[src/rtl/mic_pair_scheduler.sv]
// ---------------------------------------------------------------------------
// mic_pair_scheduler
//
// Sequences a bank of NUM_PAIRS mic-pair cross-correlation subsystems, one at
// a time, round-robin within a frame. For each pair it issues a start pulse,
// waits for that pair's done pulse, and latches its signed lag result. When
// every pair has been serviced, it emits a one-cycle frame_valid pulse and
// bumps the frame counter. If sched_en is still high, the next frame starts
// with no idle cycle in between.
//
// Optional feature (compile-time macro MIC_SCHED_TIMEOUT_EN):
//   Defined   - per-pair watchdog. A pair that does not answer within
//               TIMEOUT_CYC cycles gets its timeout flag set and its lag
//               forced to 0, and the frame moves on.
//   Undefined - no watchdog. WAIT exits only on the selected pair's done,
//               and timeout_flags is tied to 0.
//
// Parameters
//   NUM_PAIRS    number of pairs sequenced (2..8)
//   LAG_W        width of each pair's signed lag
//   TIMEOUT_CYC  watchdog limit in clk_60MHz cycles (only with the macro)
//
// Ports
//   clk_60MHz      in   sole clock, rising edge
//   rst_n          in   asynchronous, active-low reset
//   sched_en       in   level, requests continuous frame scheduling
//   pair_done      in   [NUM_PAIRS]        per-pair one-cycle done pulse
//   pair_lag       in   [NUM_PAIRS*LAG_W]  per-pair lag, pair i at [i*LAG_W +: LAG_W]
//   pair_start     out  [NUM_PAIRS]        one-hot, one-cycle start pulse
//   lag_out        out  [NUM_PAIRS*LAG_W]  latched lags, same packing as pair_lag
//   timeout_flags  out  [NUM_PAIRS]        pair timed out in the current/last frame
//   frame_valid    out  one-cycle pulse, all pairs of a frame processed
//   busy           out  high in every state except IDLE
//   frame_cnt      out  [8]   completed-frame counter, wraps modulo 256
//   state_dbg      out  [3]   current FSM state, for observation only
//
// Handshake with each subsystem (start/done pulse protocol):
//   The scheduler raises pair_start[i] for exactly one cycle. Subsystem i then
//   owns the transaction until it raises pair_done[i] for one cycle, with
//   pair_lag slice i valid in that same cycle. The scheduler only honours
//   pair_done from the pair it is currently waiting on. A done from any other
//   pair, or a done in any other state, is dropped and has no effect. There
//   is no backpressure: a done pulse is consumed on the edge it is sampled.
// ---------------------------------------------------------------------------
module mic_pair_scheduler #(
   parameter int NUM_PAIRS   = 4,
   parameter int LAG_W       = 6,
   parameter int TIMEOUT_CYC = 1048576
) (
   input  logic                         clk_60MHz,
   input  logic                         rst_n,
   input  logic                         sched_en,
   input  logic [NUM_PAIRS-1:0]         pair_done,
   input  logic [NUM_PAIRS*LAG_W-1:0]   pair_lag,
   output logic [NUM_PAIRS-1:0]         pair_start,
   output logic [NUM_PAIRS*LAG_W-1:0]   lag_out,
   output logic [NUM_PAIRS-1:0]         timeout_flags,
   output logic                         frame_valid,
   output logic                         busy,
   output logic [7:0]                   frame_cnt,
   output logic [2:0]                   state_dbg
);

   localparam int IDX_W = $clog2(NUM_PAIRS);

   // FSM encoding
   localparam logic [2:0] S_IDLE  = 3'd0;
   localparam logic [2:0] S_START = 3'd1;
   localparam logic [2:0] S_WAIT  = 3'd2;
   localparam logic [2:0] S_NEXT  = 3'd3;
   localparam logic [2:0] S_FRAME = 3'd4;

   logic [2:0]        state;
   logic [IDX_W-1:0]  idx;
   logic [7:0]        frame_cnt_q;
   logic [NUM_PAIRS*LAG_W-1:0] lag_q;

   logic              done_sel;      // done pulse from the pair being waited on
   logic [LAG_W-1:0]  lag_sel;       // that pair's lag slice
   logic              last_pair;     // idx is the final pair of the frame
   logic              frame_launch;  // a new frame begins on this edge
   logic              timeout_hit;   // watchdog expiry without a done
   logic              wait_exit;     // WAIT leaves on this edge

   assign done_sel  = pair_done[idx];
   assign lag_sel   = pair_lag[idx*LAG_W +: LAG_W];
   assign last_pair = (idx == IDX_W'(NUM_PAIRS - 1));

   // A frame launches from IDLE, or back-to-back from FRAME, whenever
   // sched_en is sampled high. Both paths clear the per-frame flags.
   assign frame_launch = sched_en && ((state == S_IDLE) || (state == S_FRAME));

   // -------------------------------------------------------------------------
   // Optional per-pair watchdog
   // -------------------------------------------------------------------------
`ifdef MIC_SCHED_TIMEOUT_EN
   // The counter is at least 21 bits wide. It stops at TIMEOUT_CYC-1, where
   // WAIT is forced to exit, so it can never wrap while waiting.
   localparam int CNT_W = ($clog2(TIMEOUT_CYC) > 21) ? $clog2(TIMEOUT_CYC) : 21;

   logic [CNT_W-1:0]     wait_cnt;
   logic [NUM_PAIRS-1:0] timeout_q;

   // Done has priority: an expiry that coincides with a done is not a timeout.
   assign timeout_hit = (state == S_WAIT) && !done_sel &&
                        (wait_cnt == CNT_W'(TIMEOUT_CYC - 1));

   always_ff @(posedge clk_60MHz or negedge rst_n) begin
      if (!rst_n) begin
         wait_cnt  <= '0;
         timeout_q <= '0;
      end else begin
         if (state == S_START) begin
            wait_cnt <= '0;
         end else if ((state == S_WAIT) && !wait_exit) begin
            wait_cnt <= wait_cnt + CNT_W'(1);
         end

         if (frame_launch) begin
            timeout_q <= '0;
         end else if (timeout_hit) begin
            timeout_q[idx] <= 1'b1;
         end
      end
   end

   assign timeout_flags = timeout_q;
`else
   // Without the watchdog, TIMEOUT_CYC has no effect on the logic.
   logic unused_timeout_cfg;
   assign unused_timeout_cfg = (TIMEOUT_CYC > 0);

   assign timeout_hit   = 1'b0;
   assign timeout_flags = '0;
`endif

   assign wait_exit = (state == S_WAIT) && (done_sel || timeout_hit);

   // -------------------------------------------------------------------------
   // Main sequencer
   // -------------------------------------------------------------------------
   always_ff @(posedge clk_60MHz or negedge rst_n) begin
      if (!rst_n) begin
         state       <= S_IDLE;
         idx         <= '0;
         lag_q       <= '0;
         frame_cnt_q <= '0;
      end else begin
         case (state)
            S_IDLE: begin
               if (sched_en) begin
                  idx   <= '0;
                  state <= S_START;
               end
            end

            S_START: begin
               state <= S_WAIT;
            end

            S_WAIT: begin
               // Only this pair's slice is written, and only on its exit
               // edge, so lag_out stays stable between loads.
               if (wait_exit) begin
                  lag_q[idx*LAG_W +: LAG_W] <= done_sel ? lag_sel : '0;
                  state <= S_NEXT;
               end
            end

            S_NEXT: begin
               if (last_pair) begin
                  state <= S_FRAME;
               end else begin
                  idx   <= idx + IDX_W'(1);
                  state <= S_START;
               end
            end

            S_FRAME: begin
               frame_cnt_q <= frame_cnt_q + 8'd1;
               if (sched_en) begin
                  idx   <= '0;
                  state <= S_START;
               end else begin
                  state <= S_IDLE;
               end
            end

            default: begin
               state <= S_IDLE;
               idx   <= '0;
            end
         endcase
      end
   end

   // -------------------------------------------------------------------------
   // Outputs
   // -------------------------------------------------------------------------
   // Decoded straight from registered state, so an asynchronous reset clears
   // them immediately and they never outlive their state by a cycle.
   assign pair_start  = (state == S_START) ? (NUM_PAIRS'(1) << idx) : '0;
   assign frame_valid = (state == S_FRAME);
   assign busy        = (state != S_IDLE);
   assign lag_out     = lag_q;
   assign frame_cnt   = frame_cnt_q;
   assign state_dbg   = state;

endmodule

[config.mk]
export PLATFORM = sky130hd
export DESIGN_NAME = mic_pair_scheduler
export DESIGN_NICKNAME = d
export VERILOG_FILES = /design/src/rtl/mic_pair_scheduler.sv
export SDC_FILE = /design/constraint.sdc
export NUM_CORES = 1
export LEC_CHECK = 0
export CAP_MARGIN = 15
export CORE_ASPECT_RATIO = 1.4
export CORE_MARGIN = 4
export CORE_UTILIZATION = 41
export CTS_BUF_LIST = sky130_fd_sc_hd__clkbuf_8 sky130_fd_sc_hd__clkbuf_16
export CTS_CLUSTER_DIAMETER = 60
export DETAILED_ROUTE_END_ITERATION = 7
export PLACE_DENSITY = 0.73
export SETUP_SLACK_MARGIN = 0.3
export SLEW_MARGIN = 25
export SYNTH_ARGS = -nofsm -noshare
export SYNTH_HDL_FRONTEND = slang
export SYNTH_SLANG_ARGS = --single-unit
[constraint.sdc]
create_clock -name clk_60MHz -period 2.29 [get_ports clk_60MHz]
set_clock_uncertainty 0.05 [all_clocks]
set_input_delay 0.458 -clock clk_60MHz [delete_from_list [all_inputs] [get_ports clk_60MHz]]
set_output_delay 0.458 -clock clk_60MHz [all_outputs]
set_load 0.05 [all_outputs]
# After elaboration in Yosys (flattened, before gate mapping)
# Index checks and enable logic that the tools add are counted.
[word_totals]
out_inout_bits = 45
register_bits = 37
[classes]
bitwise_logic = 1
shift = 4
add_sub_neg = 3
reduce_logical = 8
n_lt_le_gt_ge = 1
n_eq_ne = 9
muxes = 13
multipliers = 1
[op_table]
columns = ["op", "count"]
rows = [
  ["$neg A5 Y34", 1],
  ["$shift A6 B34 Y24 const A", 1],
  ["$shiftx A6 B34 Y24", 1],
  ["$bwmux W24", 1],
  ["$shiftx A24 B6 Y6", 1],
  ["$pmux W3 S5", 1],
  ["$mux W3", 3],
  ["$add A8 B1 Y8 const B", 1],
  ["$eq A3 B2 Y1 const B", 2],
  ["$mux W6", 1],
  ["$ne A2 B2 Y1 const B", 3],
  ["$pmux W2 S3", 1],
  ["$mul A2 B2 Y4 const B", 1],
  ["$mux W2", 2],
  ["$mux W4", 1],
  ["$reduce_and A2 Y1", 2],
  ["$reduce_or A2 Y1", 2],
  ["$shl A1 B2 Y4 const A", 1],
  ["$eq A3 B1 Y1 const B", 1],
  ["$eq A3 B3 Y1 const B", 1],
  ["$logic_not A3 Y1", 1],
  ["$lt A2 B3 Y1 const B", 1],
  ["$reduce_and A3 Y1", 1],
  ["$reduce_bool A3 Y1", 1],
  ["other kinds (7)", 8],
]

# Depth between registers and ports, before layout
[logic_depth]
depth_word = 5
mapped_depth = 9
mapped_depth_nobuf = 6

# Least setup slack after synthesis
# Ideal clock, no wire load.
[synth_timing]
kind = "register -> register"
start = "register state[2] (netlist: state_dbg[2])"
end = "register frame_cnt_q[5] (netlist: frame_cnt[5])"
synth_period_minus_slack_ps = 2482
n_path_buf = 1
setup_ps = 142
stages_incl_launch_ff = 6
setup_slack_ps = -192
arrival_ps = 2290
cell_sequence = "dfrtp_1 buf_2 nor3b_2 and3_1 nand4_1 xnor2_1"
[synth_via]
elab_chain_cells = 1
[synth_lines]
columns = ["element", "line_no", "source"]
rows = [
  ["from (decl)", "73", "logic [2:0] state;"],
  ["from (signal assigned)", "144", "state <= S_IDLE;"],
  ["from (signal assigned)", "153", "state <= S_START;"],
  ["from (signal assigned)", "158", "state <= S_WAIT;"],
  ["$eq A3 B3 Y1", "-", ""],
  ["via frame_valid", "58", "output logic frame_valid,"],
  ["to (signal assigned)", "180", "frame_cnt_q <= frame_cnt_q + 8'd1;"],
  ["to (decl)", "75", "logic [7:0] frame_cnt_q;"],
]
# The timed path passes the listed nets, and every way through them passes these cells.
# A chain may end at the register's enable or synchronous reset.

# Final worst setup path
[layout_timing]
start = "input port pair_done[3]"
end = "register lag_q[16] (netlist: lag_out[16])"
[layout_via]
elab_chain_cells = 5
word_cells_on_any_way = 7
[layout_lines]
columns = ["element", "line_no", "source"]
rows = [
  ["from (decl)", "53", "input logic [NUM_PAIRS-1:0] pair_done,"],
  ["$bmux W1 S2 *", "85", "assign done_sel = pair_done[idx];"],
  ["$mux W1 (not written as such) *", "85", ""],
  ["$mux W6", "165", "lag_q[idx*LAG_W +: LAG_W] <= done_sel ? lag_sel : '0;"],
  ["$shiftx A6 B34 Y24", "165", ""],
  ["$bwmux W24", "165", ""],
  ["to (signal, indexed assignment)", "165", ""],
  ["to (decl)", "76", "logic [NUM_PAIRS*LAG_W-1:0] lag_q;"],
]
# Mark *: on every way between the ends. The rest lies on a longest branch, timed or not. The select of a mux whose other input is x is not followed.

==> impl_metrics.json <==
{
  "run_status": "finished clean",
  "worstHoldPathCells": 1,
  "syn_avg_cell_area_um2": 9.689,
  "worstPathMaxFanout": 6,
  "tritoncts_num_sinks": 37,
  "worst_slew_margin_rel_pct": 64.59,
  "chip_width_um": 70.31,
  "std_cell_rows": 31,
  "syn2layout_area_growth_pct": 53.40,
  "cts_max_path_buffers": 2,
  "area_of_the_mapped_netlist_um2": 2228,
  "cp-end-kind": "flip-flop",
  "timing.hold.worst.start": "frame_cnt[7]$_DFFE_PN0N_",
  "place.detailed.hpwl_um": 4631,
  "crit_required_ps": 2400,
  "die_h_um": 95.23,
  "worst_path_dominant_cell_family": "compound AO/OA/AOI/OAI gates",
  "critical-path-slowest-cell": "sky130_fd_sc_hd__clkdlybuf4s50_1",
  "grt_first_pass_wirelength_um": 9694,
  "delay_of_the_slowest_critical_path_stage_ps": 500,
  "cts_hold_buf": 0,
  "critical_path.n_buffers_inverters": 1,
  "synth.yosys.seq_area_share_pct": 41.55,
  "wl_um": 6228,
  "root_buffer": "sky130_fd_sc_hd__clkbuf_8",
  "clock_latency_late_sink_ps": 290,
  "post-place-cells": 364,
  "antenna-diode-count": 0,
  "routabilityCongestion": 0.8541,
  "cts_tree": "built",
  "postSynthRegisterBits": 37,
  "r2r-end": "lag_out[16]$_DFFE_PN0P_",
  "setup.reg_to_reg.worst_slack_ps": 360,
  "synthDistinctLibCells": 44,
  "synthFlopType": "sky130_fd_sc_hd__dfrtp_1",
  "gate_count_of_the_mapped_netlist": 230,
  "drt_drc_violations_left": 0,
  "vdd_drop_max_uv": 760.0,
  "synth.cells.most_frequent": "sky130_fd_sc_hd__dfrtp_1, sky130_fd_sc_hd__nand2_1, sky130_fd_sc_hd__o21ai_0",
  "power_density_nw_per_um2": 1056,
  "ys.warnings.count": 0,
  "cp_cell_sequence": "clkdlybuf4s50_1 > mux2_2 > a22o_1 > a32oi_1 > o21ai_0",
  "via_count": 2079,
  "initial_utilization_pct": 42.56,
  "hold_ws_ps": 404.3,
  "holdPathEnd": "frame_cnt[7]$_DFFE_PN0N_",
  "fmaxAchievable_ghz": 0.5054,
  "worst_hold_path_type": "reg2reg",
  "post_synth_main_area_contributors": "sky130_fd_sc_hd__dfrtp_1, sky130_fd_sc_hd__nand2_1, sky130_fd_sc_hd__ha_1",
  "minimum_clock_period_after_layout_ps": 1978,
  "synth_top_area_cell": "sky130_fd_sc_hd__dfrtp_1",
  "pre_cts_ws_ps": 33.29,
  "coreArea_um2": 5236,
  "vias_in_the_first_global_route": 1953,
  "unrepaired_setup_endpoints_after_global_routing": "true",
  "final_cell_count_no_fill": 384,
  "timing.final.setup_violations": 0,
  "htree_num_levels": 2,
  "startpoint_type": "primary input",
  "worst_r2r_path_depth": 5,
  "critical_path.reg2reg.startpoint": "idx[1]$_DFFE_PN0P_",
  "setup-tns-final_ps": 0,
  "drt_iter0_drc": 175,
  "timing.max_cap.violations": 0,
  "yosysTopAreaCellShare_pct": 41.55,
  "initial_antenna_violation_count": 0,
  "maxSlewViolCount": 0,
  "grt_start_max_net_pins": 38,
  "count_of_flip_flops_with_a_built_in_enable_after_synthesis": 0,
  "number_of_nets_in_the_layout": 356,
  "detail_route.wl_per_cell_um": 16.22,
  "regArea_um2": 932.1,
  "grt.overflow.total": 0,
  "p_leak_nw": 1.667,
  "critPathArrivalTime_ps": 2090,
  "drtPass1Iterations": 4,
  "cts_buffers": 5,
  "multi_input_comb_area_um2": 1345,
  "globalRouteTotalUtil_pct": 18.17,
  "die_area_um2": 6695,
  "drt.antenna.violating_nets": 0,
  "viasPerCell": 5.414,
  "drive_gt1_share_pct": 21.70,
  "postLayoutSetupSlackWorst_ps": 311.5,
  "post-synth-top-count-cell": "sky130_fd_sc_hd__dfrtp_1",
  "hold_violations": 0,
  "period_share_pct": 86.40,
  "worstMarginPinSlew_ps": 530.3,
  "cts.clk_slew.worst_paths_ps": 80,
  "top_level_ports": 76,
  "async_flop_share_pct": 100.0,
  "io_buffer_count": 71,
  "fill_cells": 437,
  "critPathKind": "in2reg"
}
==> worst max path at each step <==
stage / from / end / cells past startpoint
CTS: idx[0]$_DFFE_PN0P_ / pair_start[3] / 4
floorplan: state_dbg[0]$_DFFE_PN0P_ / frame_cnt[5]$_DFFE_PN0N_ / 5
finish: pair_done[3] / lag_out[16]$_DFFE_PN0P_ / 5
global placement: pair_done[1] / lag_out[15]$_DFFE_PN0P_ / 5
detailed placement: pair_done[1] / lag_out[4]$_DFFE_PN0P_ / 5
global route: idx[1]$_DFFE_PN0P_ / lag_out[5]$_DFFE_PN0P_ / 7
==> area by class of cell <==
class | count | share of cell area, %
tap | 66 | 2.416
timing repair buffer | 89 | 26.68
inverter | 4 | 0.8785
sequential | 37 | 27.27
clock buffer | 6 | 2.416
multi-input combinational | 180 | 39.35
clock inverter | 2 | 0.9883
==> cell families (layout without fill, tap and decap cells) <==
logic type / Yosys count / after routing / share of synthesized area, %
adder cells (fa/ha/maj): 8 / 8 / 4.492
flip-flops: 37 / 37 / 41.55
multiplexers: 17 / 18 / 9.770
AND/OR/NAND/NOR: 94 / 94 / 23.13
XOR/XNOR: 8 / 8 / 3.144
buffers and inverters: 17 / 101 / 4.323
AO/OA/AOI/OAI: 48 / 48 / 13.42
other: 1 / 4 / 0.1683
==> routing by layer <==
layer	track usage (%)	up-vias	wire, um
met3	2.848	9	408
met4	7.188	0	109
met5	0	-	0
li1	-	998	-
met2	31.17	78	3152
met1	22.88	994	2559
==> metrics by stage <==
stage	utilization [%]	total power, mW	instance area [um2]
6_report	65.28	3.611	3418
2_1_floorplan	-	2.309	2338
3_5_place_dp	59.07	2.815	3093
5_1_grt	65.28	3.822	3418
3_3_place_gp	59.07	2.804	3093
4_1_cts	61.86	3.431	3239
==> cells in the final DEF, fill, tap and decap left out, types with 3 or more instances in the layout <==
master / instances
sky130_fd_sc_hd__mux2_2: 8
sky130_fd_sc_hd__nor2b_1: 4
sky130_fd_sc_hd__nand2_1: 33
sky130_fd_sc_hd__ha_1: 4
sky130_fd_sc_hd__dfrtp_2: 5
sky130_fd_sc_hd__or3_1: 3
sky130_fd_sc_hd__clkdlybuf4s50_1: 41
sky130_fd_sc_hd__mux4_2: 4
sky130_fd_sc_hd__and2_1: 5
sky130_fd_sc_hd__o21ai_0: 12
sky130_fd_sc_hd__nand3_2: 4
sky130_fd_sc_hd__and3_1: 7
sky130_fd_sc_hd__ha_4: 4
sky130_fd_sc_hd__buf_4: 17
sky130_fd_sc_hd__nand3_1: 3
sky130_fd_sc_hd__buf_12: 4
sky130_fd_sc_hd__dlygate4sd2_1: 10
sky130_fd_sc_hd__dfrtp_1: 32
sky130_fd_sc_hd__mux2i_1: 6
sky130_fd_sc_hd__nand4_1: 4
sky130_fd_sc_hd__inv_1: 3
sky130_fd_sc_hd__dlymetal6s2s_1: 14
sky130_fd_sc_hd__o21ai_1: 6
sky130_fd_sc_hd__clkbuf_8: 6
sky130_fd_sc_hd__a21oi_1: 8
sky130_fd_sc_hd__conb_1: 4
sky130_fd_sc_hd__o22ai_1: 3
sky130_fd_sc_hd__nor2_1: 12
sky130_fd_sc_hd__nand2b_1: 3
sky130_fd_sc_hd__o31ai_1: 7
sky130_fd_sc_hd__xnor2_1: 6
==> power breakdown <==
part | switching [mW] | leakage (nW) | internal [mW] | total, mW
logic | 1.29 | 1.11 | 0.853 | 2.15
clock network | 0.228 | 0.0626 | 0.351 | 0.579
registers | 0.118 | 0.498 | 0.769 | 0.887
==> flip-flops by register name, summed over array words and instances, names as in the netlist <==
| register | flops |
|---|---|
| state_dbg | 3 |
| frame_cnt | 8 |
| lag_out | 24 |
| idx | 2 |
==> what timing repair did <==
action	4_1_cts	5_1_grt
gates cloned	0	1
buffers inserted	4	7
setup endpoints to repair	21	36
gates resized for setup	14	27
pin swaps	0	4
(Power assumes the default switching activity.)
